`config.mk`:
```
export PLATFORM = sky130hd
export DESIGN_NAME = multicycle_controller
export DESIGN_NICKNAME = d
export VERILOG_FILES = /design/src/rtl/riscv_pkg.sv /design/src/rtl/multicycle_controller_mem_wait_timer.sv /design/src/rtl/multicycle_controller.sv
export SDC_FILE = /design/constraint.sdc
export NUM_CORES = 1
export LEC_CHECK = 0
export ABC_AREA = 1
export CAP_MARGIN = 0
export CORE_ASPECT_RATIO = 0.9
export CORE_UTILIZATION = 54
export CTS_CLUSTER_DIAMETER = 200
export DETAILED_ROUTE_END_ITERATION = 7
export GPL_ROUTABILITY_DRIVEN = 1
export GPL_TIMING_DRIVEN = 0
export PLACE_DENSITY = 0.9
export SKIP_CTS_REPAIR_TIMING = 1
export SLEW_MARGIN = 20
export SYNTH_ARGS = -nofsm -noshare
export SYNTH_HDL_FRONTEND = slang
export SYNTH_SLANG_ARGS = --single-unit
```
`constraint.sdc`:
```
create_clock -name clk -period 4.5 [get_ports clk]
set_input_delay 1.125 -clock clk [delete_from_list [all_inputs] [get_ports clk]]
set_output_delay 1.125 -clock clk [all_outputs]
set_load 0.01 [all_outputs]
```
`src/rtl/riscv_pkg.sv`:
```
// Shared encodings for the RV32I multi-cycle control path: opcodes, FSM states,
// instruction classes, datapath select codes and the per-state strobe table.
package riscv_pkg;

    localparam logic [6:0] OP_R      = 7'b0110011;
    localparam logic [6:0] OP_LOAD   = 7'b0000011;
    localparam logic [6:0] OP_STORE  = 7'b0100011;
    localparam logic [6:0] OP_BRANCH = 7'b1100011;
    localparam logic [6:0] OP_OPIMM  = 7'b0010011;
    localparam logic [6:0] OP_LUI    = 7'b0110111;
    localparam logic [6:0] OP_JAL    = 7'b1101111;
    localparam logic [6:0] OP_JALR   = 7'b1100111;

    localparam logic [1:0] PC_SRC_SEQ  = 2'b00;
    localparam logic [1:0] PC_SRC_REL  = 2'b01;
    localparam logic [1:0] PC_SRC_JALR = 2'b10;

    localparam logic [1:0] WB_SEL_ALU = 2'b00;
    localparam logic [1:0] WB_SEL_MEM = 2'b01;
    localparam logic [1:0] WB_SEL_PC4 = 2'b10;

    localparam logic [1:0] ALU_OP_R      = 2'b00;
    localparam logic [1:0] ALU_OP_ADDR   = 2'b01;
    localparam logic [1:0] ALU_OP_BRANCH = 2'b10;
    localparam logic [1:0] ALU_OP_LUI    = 2'b11;

    typedef enum logic [2:0] {
        ST_FETCH  = 3'd0,
        ST_DECODE = 3'd1,
        ST_EXEC   = 3'd2,
        ST_MEM    = 3'd3,
        ST_WB     = 3'd4,
        ST_FAULT  = 3'd5
    } state_t;

    typedef enum logic [3:0] {
        CLS_NONE   = 4'd0,
        CLS_R      = 4'd1,
        CLS_LOAD   = 4'd2,
        CLS_STORE  = 4'd3,
        CLS_BRANCH = 4'd4,
        CLS_OPIMM  = 4'd5,
        CLS_LUI    = 4'd6,
        CLS_JAL    = 4'd7,
        CLS_JALR   = 4'd8
    } iclass_t;

    // branch_exec / store_mem mark states whose final strobes also need a live input
    typedef struct packed {
        logic       alu_src;
        logic [1:0] alu_op;
        logic       dmem_req;
        logic       mem_read;
        logic       mem_write;
        logic       reg_write;
        logic [1:0] wb_sel;
        logic       pc_write;
        logic [1:0] pc_src;
        logic       instr_retired;
        logic       fault;
        logic       branch_exec;
        logic       store_mem;
    } ctrl_t;

    function automatic iclass_t decode_class(input logic [6:0] op);
        iclass_t cls;
        case (op)
            OP_R:      cls = CLS_R;
            OP_LOAD:   cls = CLS_LOAD;
            OP_STORE:  cls = CLS_STORE;
            OP_BRANCH: cls = CLS_BRANCH;
            OP_OPIMM:  cls = CLS_OPIMM;
            OP_LUI:    cls = CLS_LUI;
            OP_JAL:    cls = CLS_JAL;
            OP_JALR:   cls = CLS_JALR;
            default:   cls = CLS_NONE;
        endcase
        return cls;
    endfunction

    function automatic ctrl_t moore_ctrl(input state_t st, input iclass_t cls);
        ctrl_t c;
        c = '0;
        case (st)
            ST_EXEC: begin
                case (cls)
                    CLS_R: begin
                        c.alu_src = 1'b0;
                        c.alu_op  = ALU_OP_R;
                    end
                    CLS_LOAD, CLS_STORE, CLS_OPIMM: begin
                        c.alu_src = 1'b1;
                        c.alu_op  = ALU_OP_ADDR;
                    end
                    CLS_BRANCH: begin
                        c.alu_src       = 1'b0;
                        c.alu_op        = ALU_OP_BRANCH;
                        c.pc_write      = 1'b1;
                        c.instr_retired = 1'b1;
                        c.branch_exec   = 1'b1;
                    end
                    CLS_LUI: begin
                        c.alu_src = 1'b1;
                        c.alu_op  = ALU_OP_LUI;
                    end
                    CLS_JAL, CLS_JALR: begin
                        c.alu_src = 1'b1;
                        c.alu_op  = ALU_OP_R;
                    end
                    default: c.alu_op = ALU_OP_R;
                endcase
            end
            ST_MEM: begin
                c.dmem_req  = 1'b1;
                c.mem_read  = (cls == CLS_LOAD);
                c.mem_write = (cls == CLS_STORE);
                c.store_mem = (cls == CLS_STORE);
                c.alu_src   = 1'b1;
                c.alu_op    = ALU_OP_ADDR;
            end
            ST_WB: begin
                c.reg_write     = 1'b1;
                c.pc_write      = 1'b1;
                c.instr_retired = 1'b1;
                if (cls == CLS_LOAD) begin
                    c.wb_sel = WB_SEL_MEM;
                end else if (cls == CLS_JAL || cls == CLS_JALR) begin
                    c.wb_sel = WB_SEL_PC4;
                end else begin
                    c.wb_sel = WB_SEL_ALU;
                end
                if (cls == CLS_JAL) begin
                    c.pc_src = PC_SRC_REL;
                end else if (cls == CLS_JALR) begin
                    c.pc_src = PC_SRC_JALR;
                end else begin
                    c.pc_src = PC_SRC_SEQ;
                end
            end
            ST_FAULT: c.fault = 1'b1;
            default:  c = '0;
        endcase
        return c;
    endfunction

endpackage

```
`src/rtl/multicycle_controller_mem_wait_timer.sv`:
```
// Wait-cycle counter shared by the instruction-fetch and data-memory waits;
// limit_hit flags the last permitted cycle. LIMIT of 0 never hits.
module mem_wait_timer #(
    parameter int unsigned LIMIT = 16
) (
    input  logic clk,
    input  logic rst_n,
    input  logic clear,
    input  logic count_en,
    output logic limit_hit
);

    localparam int unsigned    CW    = (LIMIT > 32'd1) ? $clog2(LIMIT) : 1;
    localparam logic [CW-1:0]  LIM_V = (LIMIT > 32'd0) ? CW'(LIMIT - 32'd1) : '0;

    logic [CW-1:0] count_r;

    assign limit_hit = (LIMIT != 32'd0) && (count_r == LIM_V);

    // Counts stalled request cycles; restarts whenever a new wait begins
    always_ff @(posedge clk or negedge rst_n) begin
        if (!rst_n) begin
            count_r <= '0;
        end else if (clear) begin
            count_r <= '0;
        end else if (count_en && !limit_hit) begin
            count_r <= count_r + {{(CW-1){1'b0}}, 1'b1};
        end else begin
            count_r <= count_r;
        end
    end

endmodule

```
`src/rtl/multicycle_controller.sv`:
```
// FETCH/DECODE/EXEC/MEM/WB sequencer for the RV32I datapath.
// Define MULTICYCLE_PERF_EN to add the cycle_count / instret_count counters.
module multicycle_controller
    import riscv_pkg::*;
#(
    parameter int unsigned MEM_TIMEOUT = 16
) (
    input  logic        clk,
    input  logic        rst_n,
    input  logic        run,
    input  logic [6:0]  opcode,
    input  logic        alu_zero,
    output logic        imem_req,
    input  logic        imem_ready,
    output logic        dmem_req,
    input  logic        dmem_ready,
    output logic        ir_write,
    output logic        pc_write,
    output logic [1:0]  pc_src,
    output logic        alu_src,
    output logic [1:0]  alu_op,
    output logic        mem_read,
    output logic        mem_write,
    output logic        reg_write,
    output logic [1:0]  wb_sel,
    output logic        instr_retired,
    output logic        fault,
    output logic [2:0]  state_dbg
`ifdef MULTICYCLE_PERF_EN
    ,
    output logic [31:0] cycle_count,
    output logic [31:0] instret_count
`endif
);

    state_t  state_r;
    state_t  state_next_s;
    iclass_t cls_r;
    iclass_t cls_next_s;
    iclass_t dec_cls_s;
    ctrl_t   ctrl_r;
    logic    fetch_act_s;
    logic    limit_hit_s;
    logic    timer_clr_s;
    logic    timer_en_s;

    // rst_n qualifies the fetch request so it drops the moment reset asserts
    assign fetch_act_s = rst_n && (state_r == ST_FETCH) && run;

    // Next-state and class-latch decisions
    always_comb begin
        state_next_s = state_r;
        cls_next_s   = cls_r;
        dec_cls_s    = decode_class(opcode);
        case (state_r)
            ST_FETCH: begin
                if (run && imem_ready) begin
                    state_next_s = ST_DECODE;
                end else if (run && limit_hit_s) begin
                    state_next_s = ST_FAULT;
                end else begin
                    state_next_s = ST_FETCH;
                end
            end
            ST_DECODE: begin
                cls_next_s = dec_cls_s;
                if (dec_cls_s == CLS_NONE) begin
                    state_next_s = ST_FAULT;
                end else begin
                    state_next_s = ST_EXEC;
                end
            end
            ST_EXEC: begin
                case (cls_r)
                    CLS_BRANCH:          state_next_s = ST_FETCH;
                    CLS_LOAD, CLS_STORE: state_next_s = ST_MEM;
                    default:             state_next_s = ST_WB;
                endcase
            end
            ST_MEM: begin
                if (dmem_ready) begin
                    state_next_s = (cls_r == CLS_STORE) ? ST_FETCH : ST_WB;
                end else if (limit_hit_s) begin
                    state_next_s = ST_FAULT;
                end else begin
                    state_next_s = ST_MEM;
                end
            end
            ST_WB:    state_next_s = ST_FETCH;
            ST_FAULT: state_next_s = ST_FAULT;
            default:  state_next_s = ST_FAULT;
        endcase
    end

    // Timer restarts on any state change or while fetch is parked with run low
    always_comb begin
        timer_clr_s = (state_next_s != state_r) || ((state_r == ST_FETCH) && !run);
        timer_en_s  = (fetch_act_s && !imem_ready) || ((state_r == ST_MEM) && !dmem_ready);
    end

    mem_wait_timer #(
        .LIMIT (MEM_TIMEOUT)
    ) u_timer (
        .clk       (clk),
        .rst_n     (rst_n),
        .clear     (timer_clr_s),
        .count_en  (timer_en_s),
        .limit_hit (limit_hit_s)
    );

    // State, latched class and the state-derived strobes, registered together
    always_ff @(posedge clk or negedge rst_n) begin
        if (!rst_n) begin
            state_r <= ST_FETCH;
            cls_r   <= CLS_NONE;
            ctrl_r  <= '0;
        end else begin
            state_r <= state_next_s;
            cls_r   <= cls_next_s;
            ctrl_r  <= moore_ctrl(state_next_s, cls_next_s);
        end
    end

    // Merge registered strobes with the handshake and zero-flag terms
    always_comb begin
        imem_req      = fetch_act_s;
        ir_write      = fetch_act_s && imem_ready;
        dmem_req      = ctrl_r.dmem_req;
        mem_read      = ctrl_r.mem_read;
        mem_write     = ctrl_r.mem_write;
        reg_write     = ctrl_r.reg_write;
        wb_sel        = ctrl_r.wb_sel;
        alu_src       = ctrl_r.alu_src;
        alu_op        = ctrl_r.alu_op;
        fault         = ctrl_r.fault;
        state_dbg     = state_r;
        pc_write      = ctrl_r.pc_write || (ctrl_r.store_mem && dmem_ready);
        instr_retired = ctrl_r.instr_retired || (ctrl_r.store_mem && dmem_ready);
        if (ctrl_r.branch_exec) begin
            pc_src = alu_zero ? PC_SRC_REL : PC_SRC_SEQ;
        end else begin
            pc_src = ctrl_r.pc_src;
        end
    end

`ifdef MULTICYCLE_PERF_EN
    // Free-running performance counters, wrapping at 2^32
    always_ff @(posedge clk or negedge rst_n) begin
        if (!rst_n) begin
            cycle_count   <= 32'd0;
            instret_count <= 32'd0;
        end else begin
            if (state_r != ST_FAULT) begin
                cycle_count <= cycle_count + 32'd1;
            end else begin
                cycle_count <= cycle_count;
            end
            if (instr_retired) begin
                instret_count <= instret_count + 32'd1;
            end else begin
                instret_count <= instret_count;
            end
        end
    end
`endif

endmodule

```
Word level (Yosys, flattened, before mapping)
Index checks and enable logic that the tools add are counted.

Word-level logic and storage cells: 97. Flip-flop bits (word level): 26. Output and inout port bits: 19.

Reductions and logical operators: 24. Equality and inequality tests: 28. Muxes and demuxes: 29. $add $sub $neg: 1.

Operators with widths (number): 4-bit one-hot mux with 8 select lines (1); 3-bit 2-to-1 mux (8); 7-bit by 6-bit equality test with 1-bit output, second input constant (3); 7-bit equality test, second input constant (3); 4-bit by 3-bit equality test with 1-bit output, second input constant (5); 4-bit by 2-bit equality test with 1-bit output, second input constant (4); 3-bit one-hot mux with 5 select lines (1); 3-bit by 2-bit equality test with 1-bit output, second input constant (4); 2-bit 2-to-1 mux (6); 4-bit 2-to-1 mux (3); 3-bit one-hot mux with 2 select lines (2); 1-bit logical AND (10); 3-bit equality test, second input constant (3); 4-bit equality test, second input constant (2); 7-bit by 2-bit equality test with 1-bit output, second input constant (1); 7-bit by 5-bit equality test with 1-bit output, second input constant (1); 1-bit 2-to-1 mux (6); 2-bit one-hot mux with 3 select lines (1); 6-bit OR reduction (1); 4-bit by 1-bit adder with 4-bit output, second input constant (1); 1-bit zero test (4); 4-bit zero test (1); 1-bit logical OR (4); 3-bit by 1-bit equality test with 1-bit output, second input constant (1); 6 further kinds (6).

Longest topological paths before layout
Gate-level depths: netlist of run 1.

Depth after elaboration: 8. Gate-level depth with buffers: 13. Mapped depth without buffers: 13.

By module
A second synthesis of run 1 with hierarchy kept.

Cell total of the unflattened synthesis: 214. Area total of the unflattened synthesis: 1551.5 um^2.

By module, submodules not included: multicycle_controller (times used 1, cells an instance 185, area an instance 1326.3 um^2); mem_wait_timer (times used 1, cells an instance 29, area an instance 225.2 um^2).

Worst setup path after synthesis of run 1
No wires, ideal clock.

Kind: input -> output. From: input rst_n. To: output ir_write. Stages: 2. Data arrival time: 1.468 ns. Data required time: 3.375 ns. Setup slack: 1.907 ns. Cells stage by stage: nand3_1 -> nor2_1.

Longest elaborated chain between the ends: 3.

Ends and longest elaborated chain: from (decl) (RTL line multicycle_controller.sv:9) `input logic rst_n,`; 1-bit logical AND (2 in series) (RTL line multicycle_controller.sv:48) `assign fetch_act_s = rst_n && (state_r == ST_FETCH) && run;`; 1-bit logical AND (RTL line multicycle_controller.sv:127) `ir_write = fetch_act_s && imem_ready;`; to (decl) (RTL line multicycle_controller.sv:17) `output logic ir_write,`.

Every way passes these cells.

Final worst setup path of run 1
Ends and elaborated chain as after synthesis.

==> results of run 1 <==
## synth_stat cells
cell	count	share of area, %
a21boi_2	1	0.76
a21o_1	1	0.50
a21oi_1	3	1.0
and3_2	1	0.50
buf_4	5	2.5
buf_6	1	0.76
dfrtp_1	25	42
ha_1	1	0.84
inv_1	27	6.8
inv_2	4	1.0
mux2_2	1	0.76
nand2_1	48	12
nand2_2	4	1.7
nand3_1	19	6.4
nand3_2	1	0.67
nand3b_1	1	0.50
nand4_1	2	0.84
nor2_1	33	8.3
nor2_4	2	1.5
nor3_1	4	1.3
nor3_4	2	2.2
nor4_1	1	0.42
o21ai_0	4	1.3
o21ai_1	1	0.34
o21ai_2	1	0.59
o21bai_1	1	0.50
o21bai_4	1	1.3
or2_1	1	0.42
or2_2	1	0.42
xor2_1	3	1.8
## through the flow
| stage | setup slack, ps | cell area [um2] | TNS, ps |
|---|---|---|---|
| after detailed placement | -69.2 | 1840 | -69.2 |
| after floorplan | 1910 | 1490 | 0 |
| after global placement | -20.0 | 1840 | -20.0 |
| after global routing | 706 | 1860 | 0 |
| after CTS | -62.0 | 1860 | -62.0 |
| final | 872 | 1860 | 0 |
## area by class of cell
class | count | area (um2) | area share [%]
buffer | 6 | 48.8 | 2.63
multi-input combinational | 138 | 699 | 37.6
clock inverter | 1 | 5.00 | 0.269
clock buffer | 3 | 22.5 | 1.21
tap | 28 | 35.0 | 1.89
sequential | 25 | 626 | 33.7
timing repair buffer | 31 | 305 | 16.4
inverter | 31 | 116 | 6.26
## layout by cell type (no fill, tap or decap), drive strengths merged, types with 2 or more instances in the layout
cell | synthesis | layout
nand2 | 52 | 52
nor2 | 35 | 35
inv | 31 | 31
clkdlybuf4s50 | 0 | 30
dfrtp | 25 | 25
nand3 | 20 | 20
buf | 6 | 7
nor3 | 6 | 6
o21ai | 6 | 6
a21oi | 3 | 3
xor2 | 3 | 3
clkbuf | 0 | 3
nand4 | 2 | 2
o21bai | 2 | 2
or2 | 2 | 2
## kinds of logic after synthesis
family / share of synthesized area, %
xor gates and xnor gates: 1.76
muxes: 0.756
AOI/OAI and AO/OA: 6.30
DFF: 42.0
buffers and inverters: 11.1
adders and majority gates: 0.839
and+or+nand+nor: 37.3
## sequential cells by signal, indices dropped and copies added (netlist names)
signal,flops
alu_op,2
alu_src,1
cls_r,4
ctrl_r,4
dmem_req,1
fault,1
mem_read,1
mem_write,1
reg_write,1
state_dbg,3
u_timer.count_r,4
wb_sel,2
## routing by layer
metal / up-vias / global-route usage (%) / wire [um]
met3: 5 / 3.48 / 154
met2: 51 / 32.6 / 1190
met5: - / 0 / 0
met1: 562 / 29.7 / 1340
met4: 0 / 11.0 / 65
li1: 694 / - / -
## power breakdown
group | switching (mW) | internal [mW] | leakage [nW]
clock network | 0.0677 | 0.0334 | 0.0177
registers | 0.0384 | 0.265 | 0.337
logic | 0.246 | 0.174 | 0.644
## how the worst min path moves through the flow
stage	slack [ps]	start	to	cells past startpoint
global route	650	u_timer.count_r[2]$_DFFE_PN0P_	u_timer.count_r[2]$_DFFE_PN0P_	2
detailed placement	570	u_timer.count_r[2]$_DFFE_PN0P_	u_timer.count_r[2]$_DFFE_PN0P_	2
global placement	540	u_timer.count_r[3]$_DFFE_PN0P_	u_timer.count_r[3]$_DFFE_PN0P_	2
CTS	610	u_timer.count_r[2]$_DFFE_PN0P_	u_timer.count_r[2]$_DFFE_PN0P_	2
floorplan	520	u_timer.count_r[3]$_DFFE_PN0P_	u_timer.count_r[3]$_DFFE_PN0P_	2
finish	600	u_timer.count_r[3]$_DFFE_PN0P_	u_timer.count_r[3]$_DFFE_PN0P_	2
## tightest hold or removal path: stages (launching register included)
cell and delay [ps]:
dfrtp_1 390, xor2_1 90, nor2_1 100
==> impl_metrics.env, run 1 <==
export IMPL_outcome="complete, but fails checks"
export IMPL_violations="DRC"
export IMPL_rr_endpoint="wb_sel[1]$_DFF_PN0_"
export IMPL_finalMaxSlewViolations=0
export IMPL_layout_nets=250
export IMPL_core_area_um2=2530
export IMPL_cts_max_path_buffers=2
export IMPL_drtAntennaViolNets=0
export IMPL_crit_path_top_delay_cell="clkdlybuf4s50_1"
export IMPL_cp_max_fo=26
export IMPL_drc=2
export IMPL_final_hold_violation_count=0
export IMPL_ys_seq_area_share_pct=42.0
export IMPL_whs_ps=604
export IMPL_globalplace_congestion=0.833
export IMPL_crit_path_max_incr_delay_ps=550
export IMPL_p_leak_nw=1.00
export IMPL_synth_seq_cells=25
export IMPL_ctsRootBufferMaster="clkbuf_4"
export IMPL_setup_violations=0
export IMPL_finalNonFillerCells=263
export IMPL_path_depth=4
export IMPL_skew_ps=5.37
export IMPL_min_period_ps=3630
export IMPL_crit_path_start="rst_n"
export IMPL_final_layout_size_suffix_gt1_share_pct=12.8
export IMPL_crit_family="buffers and inverters"
export IMPL_grt_use_total_pct=21.4
export IMPL_hp_class="register to register"
export IMPL_yosys_warnings=0
export IMPL_io_buffers=31
export IMPL_arrival_ps=2500
export IMPL_die_h_um=51.8
export IMPL_syn2layout_area_growth_pct=24.7
export IMPL_syn_inst=200
export IMPL_syn_nets=214
export IMPL_cp_cell_sequence="buf_2 -> nand3_1 -> nor2_1 -> clkdlybuf4s50_1"
export IMPL_floorplan_initialDensity_pct=58.9
export IMPL_grt_pass1_vias=1095
export IMPL_insertion_delay_ps=320
export IMPL_cp_start_kind="input pin"
export IMPL_vias=1312
export IMPL_critical_path_class="input pin to output pin"
export IMPL_antenna_found_initial=0
export IMPL_dr_pass1_iters=6
export IMPL_rsz0062_at_grt="no"
export IMPL_placed_cells=259
export IMPL_final_util_pct=73.4
export IMPL_endpoint="ir_write"
export IMPL_tightest_slew_ps=545
export IMPL_r2r_slack_ps=2600
export IMPL_fp_dieW_um=57.4
export IMPL_wl_per_cell_um=10.4
export IMPL_ioPinCount=32
export IMPL_routed_via_density=4.99
export IMPL_diodes=0
export IMPL_grt_first_pass_wirelength_um=4710
export IMPL_fillCellCount=204
export IMPL_h_tree_depth=1
export IMPL_r2r_cells=9
export IMPL_dieArea_um2=2970
export IMPL_path_clk_slew_ps=130
export IMPL_power_density_nw_per_um2=444
export IMPL_clkSinkCount=25
export IMPL_drt_total_wl_um=2740
export IMPL_fp_row_count=17
export IMPL_netlist_area_um2=1490
export IMPL_power_mw=0.825
export IMPL_drtIter0Drc=30
export IMPL_cts_tree="done"
export IMPL_endpoint_kind="output pin"
export IMPL_cap_violations=0
export IMPL_cts_made_buffers=3
export IMPL_yosysUniqueCellTypes=30
export IMPL_dp_hpwl_um=2190
export IMPL_required_ps=3380
export IMPL_min_period_over_period_pct=80.6
export IMPL_timing_rr_start="u_timer.count_r[0]$_DFFE_PN0P_"
export IMPL_overflow=0
export IMPL_grt_max_degree=27
export IMPL_worst_path_buf_inv=2
export IMPL_slew_limit_headroom_pct=63.7
export IMPL_avgSynthCellArea_um2=7.45
export IMPL_fmax_ghz=0.276
export IMPL_ir_worst_vdd_uv=329
No activity file was read; power rests on OpenSTA's default activity.
==> inputs of run 2 (changes only) <==
--- a/config.mk
+++ b/config.mk
@@ -8,12 +8,12 @@
 export ABC_AREA = 1
 export CAP_MARGIN = 0
 export CORE_ASPECT_RATIO = 0.9
-export CORE_UTILIZATION = 54
+export CORE_UTILIZATION = 50
 export CTS_CLUSTER_DIAMETER = 200
 export DETAILED_ROUTE_END_ITERATION = 7
 export GPL_ROUTABILITY_DRIVEN = 1
 export GPL_TIMING_DRIVEN = 0
-export PLACE_DENSITY = 0.9
+export PLACE_DENSITY = 0.85
 export SKIP_CTS_REPAIR_TIMING = 1
 export SLEW_MARGIN = 20
 export SYNTH_ARGS = -nofsm -noshare
==> constraint.sdc (replaced) <==
create_clock -name clk -period 3.55 [get_ports clk]
set_input_delay 0.8875 -clock clk [delete_from_list [all_inputs] [get_ports clk]]
set_output_delay 0.8875 -clock clk [all_outputs]
set_load 0.01 [all_outputs]
==> impl_metrics.env, run 2 (synthesis gave the netlist of run 1 again) <==
export IMPL_outcome="completed"
export IMPL_top_usage_layer="met2"
export IMPL_setup_violations=0
export IMPL_grt_use_met1_pct=25.7
export IMPL_arrival_ps=2250
export IMPL_fmax_ghz=0.319
export IMPL_die_h_um=53.8
export IMPL_min_period_over_period_pct=88.3
export IMPL_path_clk_slew_ps=130
export IMPL_critical_path_class="input pin to output pin"
export IMPL_final_hold_violation_count=0
export IMPL_fp_dieW_um=59.5
export IMPL_pwr_share_comb_pct=50.4
export IMPL_floorplan_initialDensity_pct=53.4
export IMPL_path_depth=4
export IMPL_diodes=0
export IMPL_wl_per_cell_um=10.0
export IMPL_cp_start_kind="input pin"
export IMPL_syn2layout_area_growth_pct=25.9
export IMPL_finalNonFillerCells=275
export IMPL_finalMaxSlewViolations=0
export IMPL_routed_via_density=4.76
export IMPL_p_leak_nw=0.996
export IMPL_overflow=0
export IMPL_ctsRootBufferMaster="clkbuf_4"
export IMPL_final_cell_mix="48 x nand2_1, 33 x nor2_1, 30 x clkdlybuf4s50_1"
export IMPL_slew_limit_headroom_pct=64.5
export IMPL_drtIter0Drc=24
export IMPL_rsz0062_at_grt="no"
export IMPL_worst_slack_ps=414
export IMPL_timing_rr_start="u_timer.count_r[1]$_DFFE_PN0P_"
export IMPL_seq_power_share_pct=37.3
export IMPL_r2r_cells=8
export IMPL_largest_registers="cls_r (4), ctrl_r (4), u_timer.count_r (4)"
export IMPL_tightest_slew_ps=533
export IMPL_final_layout_size_suffix_gt1_share_pct=12.8
export IMPL_met2_usage_pct=31.5
export IMPL_final_util_pct=67.2
export IMPL_fp_row_count=18
export IMPL_min_period_ps=3140
export IMPL_r2r_slack_ps=1770
export IMPL_hp_class="input pin to async pin"
export IMPL_required_ps=2660
export IMPL_crit_path_max_incr_delay_ps=540
export IMPL_dp_slack_ps=-517
export IMPL_drtAntennaViolNets=0
export IMPL_switchingPower_mw=0.441
export IMPL_cts_tree="done"
export IMPL_worst_path_buf_inv=2
export IMPL_core_area_um2=2790
export IMPL_vias=1310
export IMPL_globalplace_congestion=0.899
export IMPL_h_tree_depth=1
export IMPL_placed_cells=271
export IMPL_drc=0
export IMPL_grt_first_pass_wirelength_um=4500
export IMPL_dr_pass1_iters=4
export IMPL_cap_violations=0
export IMPL_final_common_cell="nand2_1"
export IMPL_cp_max_fo=26
export IMPL_io_buffers=31
export IMPL_crit_family="buffers and inverters"
export IMPL_dieArea_um2=3200
export IMPL_ir_worst_vdd_uv=486
export IMPL_whs_ps=521
export IMPL_insertion_delay_ps=320
export IMPL_endpoint="ir_write"
export IMPL_grt_pass1_vias=1117
export IMPL_antenna_found_initial=0
export IMPL_grt_util_met3_pct=5.05
export IMPL_swShare_pct=42.3
export IMPL_crit_path_top_delay_cell="clkdlybuf4s50_1"
export IMPL_crit_path_start="rst_n"
export IMPL_layout_nets=250
export IMPL_rr_endpoint="u_timer.count_r[2]$_DFFE_PN0P_"
export IMPL_skew_ps=1.89
export IMPL_grt_use_total_pct=19.4
export IMPL_clkSinkCount=25
export IMPL_power_density_nw_per_um2=555
export IMPL_cts_made_buffers=3
export IMPL_cp_cell_sequence="buf_2 -> nand3_1 -> nor2_1 -> clkdlybuf4s50_1"
export IMPL_endpoint_kind="output pin"
export IMPL_p_int_mw=0.600
export IMPL_dp_hpwl_um=2240
export IMPL_ioPinCount=32
export IMPL_grt_max_degree=27
export IMPL_clockPowerShare_pct=12.4
export IMPL_drt_total_wl_um=2760
export IMPL_cts_max_path_buffers=2
## run 2: through the flow
| stage | area, um2 | power (mW) | setup TNS (ps) |
|---|---|---|---|
| after floorplan | 1490 | 0.758 | 0 |
| after global placement | 1850 | 0.911 | -959 |
| after detailed placement | 1850 | 0.921 | -975 |
| after CTS | 1880 | 1.05 | -979 |
| after global routing | 1880 | 1.14 | 0 |
| final | 1880 | 1.04 | 0 |
## run 2: worst min-delay path by stage
stage / end / slack, ps / startpoint
after floorplan: u_timer.count_r[3]$_DFFE_PN0P_ / 520 / u_timer.count_r[3]$_DFFE_PN0P_
after detailed placement: u_timer.count_r[3]$_DFFE_PN0P_ / 550 / u_timer.count_r[3]$_DFFE_PN0P_
final: alu_op[1]$_DFF_PN0_ / 520 / rst_n
after CTS: u_timer.count_r[3]$_DFFE_PN0P_ / 590 / u_timer.count_r[3]$_DFFE_PN0P_
after global routing: ctrl_r[1]$_DFF_PN0_ / 560 / rst_n
after global placement: u_timer.count_r[3]$_DFFE_PN0P_ / 560 / u_timer.count_r[3]$_DFFE_PN0P_
## run 2: layer usage
metal	wire, um	up-vias
met2	1260	30
met1	1350	582
li1	-	693
met4	35	0
met5	0	-
met3	112	5
## run 2: final cells by class
class | instances | area [um2]
inverters | 31 | 116
repair buffers | 31 | 305
flip-flops and latches | 25 | 626
multi-input cells | 138 | 699
clock buffers | 3 | 22.5
fillers | 247 | 917
well taps | 40 | 50.0
plain buffers | 6 | 48.8
clock inverters | 1 | 7.51
## run 2: power groups by stage
stage          combinational (mW)  clock [mW]  sequential (mW)
2_1_floorplan               0.366           0            0.391
3_3_place_gp                0.520           0            0.391
3_5_place_dp                0.529           0            0.391
4_1_cts                     0.530       0.131            0.386
5_1_grt                     0.599       0.142            0.395
6_report                    0.524       0.129            0.388
